==> src/rtl/fetch_queue_stage.sv <==
// Instruction fetch stage: a single-line buffer in front of the memory bus and an
// in-order queue toward decode. Fetching stops after a control-flow instruction until a retarget arrives.
module fetch_queue_stage #(
    parameter int CORE_ID = 0,
    parameter int ADDR_W  = 64,
    parameter int LINE_W  = 64,
    parameter int INSN_W  = 32,
    parameter int MASK_W  = 64,
    parameter int QDEPTH  = 4
) (
    input  logic              clk,
    input  logic              reset_n,
    output logic              mem_req_valid,
    input  logic              mem_req_ready,
    output logic [ADDR_W-1:0] mem_req_addr,
    output logic [15:0]       mem_req_bus_id,
    input  logic              mem_rsp_valid,
    input  logic [LINE_W-1:0] mem_rsp_data,
    input  logic              redir_valid,
    output logic              redir_ready,
    input  logic [ADDR_W-1:0] redir_pc,
    input  logic [MASK_W-1:0] redir_mask,
    output logic              dec_valid,
    input  logic              dec_ready,
    output logic [ADDR_W-1:0] dec_pc,
    output logic [INSN_W-1:0] dec_insn,
    output logic [MASK_W-1:0] dec_mask,
    output logic [31:0]       wait_cycles,
    output logic              fetch_err
);

    localparam int LB   = LINE_W / 8;
    localparam int IB   = INSN_W / 8;
    localparam int IPL  = LINE_W / INSN_W;
    localparam int IB_W = $clog2(IB);
    localparam int QAW  = $clog2(QDEPTH);

    localparam logic [3:0] COMPONENT_TYPE_FETCH = 4'h1;

    localparam logic [7:0] OP_HALT              = 8'h3F;
    localparam logic [7:0] OP_JMP_ALWAYS        = 8'h20;
    localparam logic [7:0] OP_JMP_EQUAL         = 8'h21;
    localparam logic [7:0] OP_JMP_NOT_EQUAL     = 8'h22;
    localparam logic [7:0] OP_JMP_GREATER       = 8'h23;
    localparam logic [7:0] OP_JMP_GREATER_EQUAL = 8'h24;
    localparam logic [7:0] OP_JMP_LOWER         = 8'h25;
    localparam logic [7:0] OP_JMP_LOWER_EQUAL   = 8'h26;
    localparam logic [7:0] OP_LOAD_RESTORE_PC   = 8'h30;

    typedef enum logic [2:0] {
        S_FETCH,
        S_REQ,
        S_WAIT_RSP,
        S_WAIT_REDIR,
        S_ERROR
    } state_t;

    function automatic logic is_ctrl_flow(input logic [7:0] op);
        return op inside {OP_HALT, OP_JMP_ALWAYS, OP_JMP_EQUAL, OP_JMP_NOT_EQUAL,
                          OP_JMP_GREATER, OP_JMP_GREATER_EQUAL, OP_JMP_LOWER,
                          OP_JMP_LOWER_EQUAL, OP_LOAD_RESTORE_PC};
    endfunction

    state_t            state;
    logic [ADDR_W-1:0] fetch_pc;
    logic [MASK_W-1:0] exec_mask;
    logic [ADDR_W-1:0] req_addr;
    logic [ADDR_W-1:0] line_addr;
    logic [LINE_W-1:0] line_data;
    logic              line_valid;

    logic [ADDR_W-1:0] q_pc   [QDEPTH];
    logic [INSN_W-1:0] q_insn [QDEPTH];
    logic [MASK_W-1:0] q_mask [QDEPTH];
    logic [QAW:0]      wr_ptr;
    logic [QAW:0]      rd_ptr;

    logic [ADDR_W-1:0] pc_line;
    logic [ADDR_W-1:0] slot_sel;
    logic [INSN_W-1:0] cur_insn;
    logic              misaligned;
    logic              hit;
    logic              q_full;
    logic              q_empty;
    logic              push;
    logic              pop;

    assign pc_line    = fetch_pc & ~ADDR_W'(LB - 1);
    assign slot_sel   = (fetch_pc & ADDR_W'(LB - 1)) >> IB_W;
    assign misaligned = (fetch_pc & ADDR_W'(IB - 1)) != '0;
    assign hit        = line_valid && (line_addr == pc_line);

    always_comb begin
        // NOTE: default first so every path assigns cur_insn and no latch is inferred.
        cur_insn = '0;
        for (int i = 0; i < IPL; i++) begin
            if (slot_sel == ADDR_W'(i)) cur_insn = line_data[i*INSN_W +: INSN_W];
        end
    end

    assign q_empty = (wr_ptr == rd_ptr);
    assign q_full  = (wr_ptr[QAW] != rd_ptr[QAW]) && (wr_ptr[QAW-1:0] == rd_ptr[QAW-1:0]);
    assign pop     = !q_empty && dec_ready;
    // A pop in the same cycle makes room, so a full queue still accepts a push then.
    assign push    = (state == S_FETCH) && !misaligned && hit && (!q_full || pop);

    assign dec_valid      = !q_empty;
    assign dec_pc         = q_pc[rd_ptr[QAW-1:0]];
    assign dec_insn       = q_insn[rd_ptr[QAW-1:0]];
    assign dec_mask       = q_mask[rd_ptr[QAW-1:0]];
    assign mem_req_addr   = req_addr;
    assign mem_req_bus_id = {12'(CORE_ID), COMPONENT_TYPE_FETCH};

    always_ff @(posedge clk or negedge reset_n) begin
        if (!reset_n) begin
            state         <= S_FETCH;
            fetch_pc      <= '0;
            exec_mask     <= '1;
            req_addr      <= '0;
            line_addr     <= '0;
            line_data     <= '0;
            line_valid    <= 1'b0;
            mem_req_valid <= 1'b0;
            redir_ready   <= 1'b0;
            wait_cycles   <= '0;
            fetch_err     <= 1'b0;
        end else begin
            case (state)
                S_FETCH: begin
                    if (misaligned) begin
                        fetch_err <= 1'b1;
                        state     <= S_ERROR;
                    end else if (!hit) begin
                        req_addr      <= pc_line;
                        mem_req_valid <= 1'b1;
                        state         <= S_REQ;
                    end else if (push) begin
                        fetch_pc <= fetch_pc + ADDR_W'(IB);
                        if (is_ctrl_flow(cur_insn[7:0])) begin
                            redir_ready <= 1'b1;
                            state       <= S_WAIT_REDIR;
                        end
                    end
                end
                S_REQ: begin
                    if (mem_req_ready) begin
                        mem_req_valid <= 1'b0;
                        state         <= S_WAIT_RSP;
                    end
                end
                S_WAIT_RSP: begin
                    if (mem_rsp_valid) begin
                        line_addr  <= req_addr;
                        line_data  <= mem_rsp_data;
                        line_valid <= 1'b1;
                        state      <= S_FETCH;
                    end else if (wait_cycles != '1) begin
                        wait_cycles <= wait_cycles + 32'd1;
                    end
                end
                S_WAIT_REDIR: begin
                    if (redir_valid) begin
                        fetch_pc    <= redir_pc;
                        exec_mask   <= redir_mask;
                        redir_ready <= 1'b0;
                        state       <= S_FETCH;
                    end
                end
                S_ERROR: ;
                default: state <= S_ERROR;
            endcase
        end
    end

    always_ff @(posedge clk or negedge reset_n) begin
        if (!reset_n) begin
            wr_ptr <= '0;
            rd_ptr <= '0;
        end else begin
            if (push) wr_ptr <= wr_ptr + (QAW+1)'(1);
            if (pop)  rd_ptr <= rd_ptr + (QAW+1)'(1);
        end
    end

    // NOTE: queue storage has no reset; the pointers alone say which entries are live.
    always_ff @(posedge clk) begin
        if (push) begin
            q_pc[wr_ptr[QAW-1:0]]   <= fetch_pc;
            q_insn[wr_ptr[QAW-1:0]] <= cur_insn;
            q_mask[wr_ptr[QAW-1:0]] <= exec_mask;
        end
    end

endmodule

==> config.mk <==
export PLATFORM = sky130hd
export DESIGN_NAME = fetch_queue_stage
export DESIGN_NICKNAME = d
export VERILOG_FILES = /design/src/rtl/fetch_queue_stage.sv
export SDC_FILE = /design/constraint.sdc
export NUM_CORES = 1
export LEC_CHECK = 0
export CAP_MARGIN = 30
export CORE_ASPECT_RATIO = 1.4
export CORE_MARGIN = 2
export CORE_UTILIZATION = 56
export DETAILED_ROUTE_END_ITERATION = 16
export GPL_TIMING_DRIVEN = 0
export PLACE_DENSITY = 0.88
export SLEW_MARGIN = 20
export SYNTH_ARGS = -nofsm -noshare
export SYNTH_HDL_FRONTEND = slang
export SYNTH_SLANG_ARGS = --single-unit
==> constraint.sdc <==
create_clock -name clk -period 8.9 [get_ports clk]
set_clock_uncertainty 0.05 [all_clocks]
set_input_delay 0.89 -clock clk [delete_from_list [all_inputs] [get_ports clk]]
set_output_delay 0.89 -clock clk [all_outputs]
set_load 0.02 [all_outputs]
==> impl_metrics.json <==
{
  "synth_edf_count": 640,
  "syn_inst": 2460,
  "syn_to_final_growth_pct": 23.62,
  "ctsLongestPathBuffers": 3,
  "post_synth_num_cell_types": 70,
  "drc": 0,
  "synthArstFlopShare_pct": 35.94,
  "gp_congestion": 0.9708,
  "yosysTopAreaCell": "edfxtp_1",
  "start_util_pct": 56.47,
  "finalCritPeriodShare_pct": 58.27,
  "layout_common_cells": "edfxtp_1 (640), clkdlybuf4s50_1 (453), dfrtp_1 (295)",
  "root_buffer": "clkbuf_16",
  "rsz0062_at_grt": "false",
  "htreeDepth": 3,
  "antenna_left": 0,
  "grt_pass1_vias": 26513,
  "synth_top_area_share_pct": 47.66,
  "cp_data_arrival_time_ps": 4250,
  "cp_top_family": "buffers and inverters",
  "grt_pass1_wl_um": 176300,
  "routedWlPerCell_um": 29.60,
  "numPlacedInstances": 3901,
  "fin_cells": 4083,
  "crit_type": "reg -> out",
  "drt_wl_total_um": 120900,
  "grt_usage_pct": 32.73,
  "cp-end-kind": "output port",
  "die_h_um": 321.5,
  "synth_area_um2": 40320,
  "dp_slack_ps": 3981,
  "port_buffers": 454,
  "cp_cell_sequence": "clkbuf_1, buf_1, buf_6, buf_1, mux4_2, clkdlybuf4s50_1",
  "synthSimpleGateAreaFrac_pct": 7.093,
  "multi_input_area_um2": 11280,
  "setup_viol": 0,
  "cp.required_ps": 7960,
  "cp_max_fo": 10,
  "post-route-util_pct": 69.81,
  "slew_headroom_pct": 32.41,
  "drive_above_1_share_pct": 22.28,
  "crit_path_frequent_cell": "buf_1",
  "synth_seq_area_share_pct": 70.14,
  "cts_made_buffers": 91,
  "cp-start-kind": "flip-flop",
  "clkSinkCount": 999,
  "ys_ff_latch": 999,
  "setup_ws_ps": 3714,
  "finalCriticalPeriod_ps": 5186,
  "synth_top_family_by_area": "multiplexers",
  "row_count": 116,
  "synthMuxAreaShare_pct": 15.18,
  "synth-main-ff-cell": "edfxtp_1",
  "final-seq-area_um2": 28280,
  "coreArea_um2": 71410,
  "final_common_cell": "edfxtp_1",
  "nets": 3266,
  "dp_hpwl_um": 82570,
  "vias_per_cell": 6.216,
  "drv_cap": 0,
  "crit_slowest_cell": "clkbuf_1",
  "firstDrtPassIters": 5,
  "die_w_um": 230.8,
  "max_stage_delay_ps": 750,
  "tightest_slew_ps": 1014,
  "synthXorXnorAreaFrac_pct": 2.042,
  "post_dp_cell_area_um2": 46690,
  "postCtsHoldBufs": 0,
  "clkTransAtPathRegs_ps": 70,
  "grt_max_degree": 95,
  "irDropWorstVdd_uv": 237.4,
  "syn_avg_cell_area_um2": 16.39,
  "synth_area_leaders": "edfxtp_1 (48%), dfrtp_1 (18%), mux4_2 (8.9%), mux2_2 (6.1%), dfstp_2 (4.2%)",
  "power_density_nw_per_um2": 287.0,
  "cts_resized": 0,
  "finalInstanceArea_um2": 49850,
  "overflow": 0,
  "maxSlewViolCount": 0,
  "worstHoldPathType": "in -> async",
  "die-area_um2": 74200,
  "antenna_found_initial": 2,
  "outcome": "completed",
  "p_leak_nw": 18.13,
  "ios": 474,
  "cts_setup_buffers": 0,
  "worstPathBufferInverterCount": 5,
  "yosysWarnings": 0,
  "synth_adder_area_share_pct": 0.2172,
  "clock.fmax_mhz": 192.8,
  "clock_latency_ps": 690,
  "drt_iter0_markers": 2165,
  "hold_viol_final": 0,
  "nFillCells": 4507,
  "cts_tree": "yes",
  "dr_total_vias": 25378,
  "synth_compound_area_share_pct": 3.199
}
[cells in the mapped netlist, types with 3 or more instances]
cell         n
mux2i_1      4
and3_1      20
xor2_1      32
o2bb2ai_1   19
or2_2        7
clkbuf_1    75
dfstp_2     64
nor4_1      29
inv_1       19
nand4_1     47
or3_1        7
nand2_1    283
a211oi_1     7
o211ai_1     6
nor4b_1      6
and2_1      12
buf_4       27
nor2_1      41
and4_1       7
xnor2_1     62
nor4bb_1     3
mux2_2     220
mux4_2     160
buf_6       10
nor3_1      33
buf_2       12
o21ai_0     47
nand2b_1    10
buf_1       32
o22ai_1     11
a21oi_1     58
a31oi_1     21
o21ai_1      3
a22o_1       3
o31ai_1      9
ha_1         7
nor2b_1      5
dfrtp_1    295
nand3_1     69
edfxtp_1   640
[per-stage QoR]
| step | power, mW | hold WS [ps] | setup TNS, ps |
|---|---|---|---|
| floorplan | 8.428 | 404.3 | 0 |
| global placement | 10.14 | 409.6 | -3943300 |
| detailed placement | 10.30 | 408.7 | 0 |
| CTS | 14.31 | 106.2 | 0 |
| global route | 14.78 | 153.8 | 0 |
| finish | 14.31 | 121.1 | 0 |
[per-layer routing]
metal / GRT usage [%] / wire length (um) / vias up
li1: - / - / 10563
met1: 40.05 / 43360 / 13116
met2: 56.09 / 61940 / 1407
met3: 6.445 / 9703 / 290
met4: 15.53 / 5850 / 2
met5: 0 / 13 / -
[worst paths after layout]
| kind | cells after the start | from | end | slack, ps |
|---|---|---|---|---|
| setup / recovery | 6 | rd_ptr[0] | dec_pc[62] | 3710 |
| hold / removal | 1 | reset_n | mem_req_addr[22] | 120 |
| setup reg to reg | 11 | fetch_pc[28] | q_pc[2][41] | 4510 |
| hold reg to reg | 1 | fetch_err | fetch_err | 420 |
| max in group asynchronous | 3 | reset_n | line_addr[47] | 7510 |
| min in group clk | 1 | fetch_err | fetch_err | 420 |
[registers in the layout, summed over array words and instances (netlist names)]
| name | cells |
|---|---|
| exec_mask | 64 |
| fetch_err | 1 |
| fetch_pc | 64 |
| line_addr | 61 |
| line_data | 64 |
| line_valid | 1 |
| mem_req_addr | 61 |
| mem_req_valid | 1 |
| q_insn | 128 |
| q_mask | 256 |
| q_pc | 256 |
| rd_ptr | 3 |
| redir_ready | 1 |
| state | 3 |
| wait_cycles | 32 |
| wr_ptr | 3 |
[power breakdown]
group	switching, mW	internal (mW)
clock network	1.74	2.25
registers	0.470	5.70
logic	2.19	1.95
total	4.40	9.91
[cells by family (layout without fill, tap and decap cells)]
group | Yosys count | after routing
flip-flops | 999 | 999
AND/OR/NAND/NOR | 592 | 592
other | 2 | 21
XOR/XNOR | 94 | 94
AO/OA/AOI/OAI | 206 | 206
adder cells (fa/ha/maj) | 7 | 7
multiplexers | 384 | 384
buffers and inverters | 176 | 836
[area by class of cell]
type	count	area share, %
antenna	2	0.01004
clock buffer	120	5.010
multi-input combinational	1302	22.63
sequential	999	56.74
clock inverter	49	1.062
inverter	19	0.1431
tap	944	2.369
buffer	157	1.569
timing repair buffer	491	10.47
No activity file was read; power rests on OpenSTA's default activity.
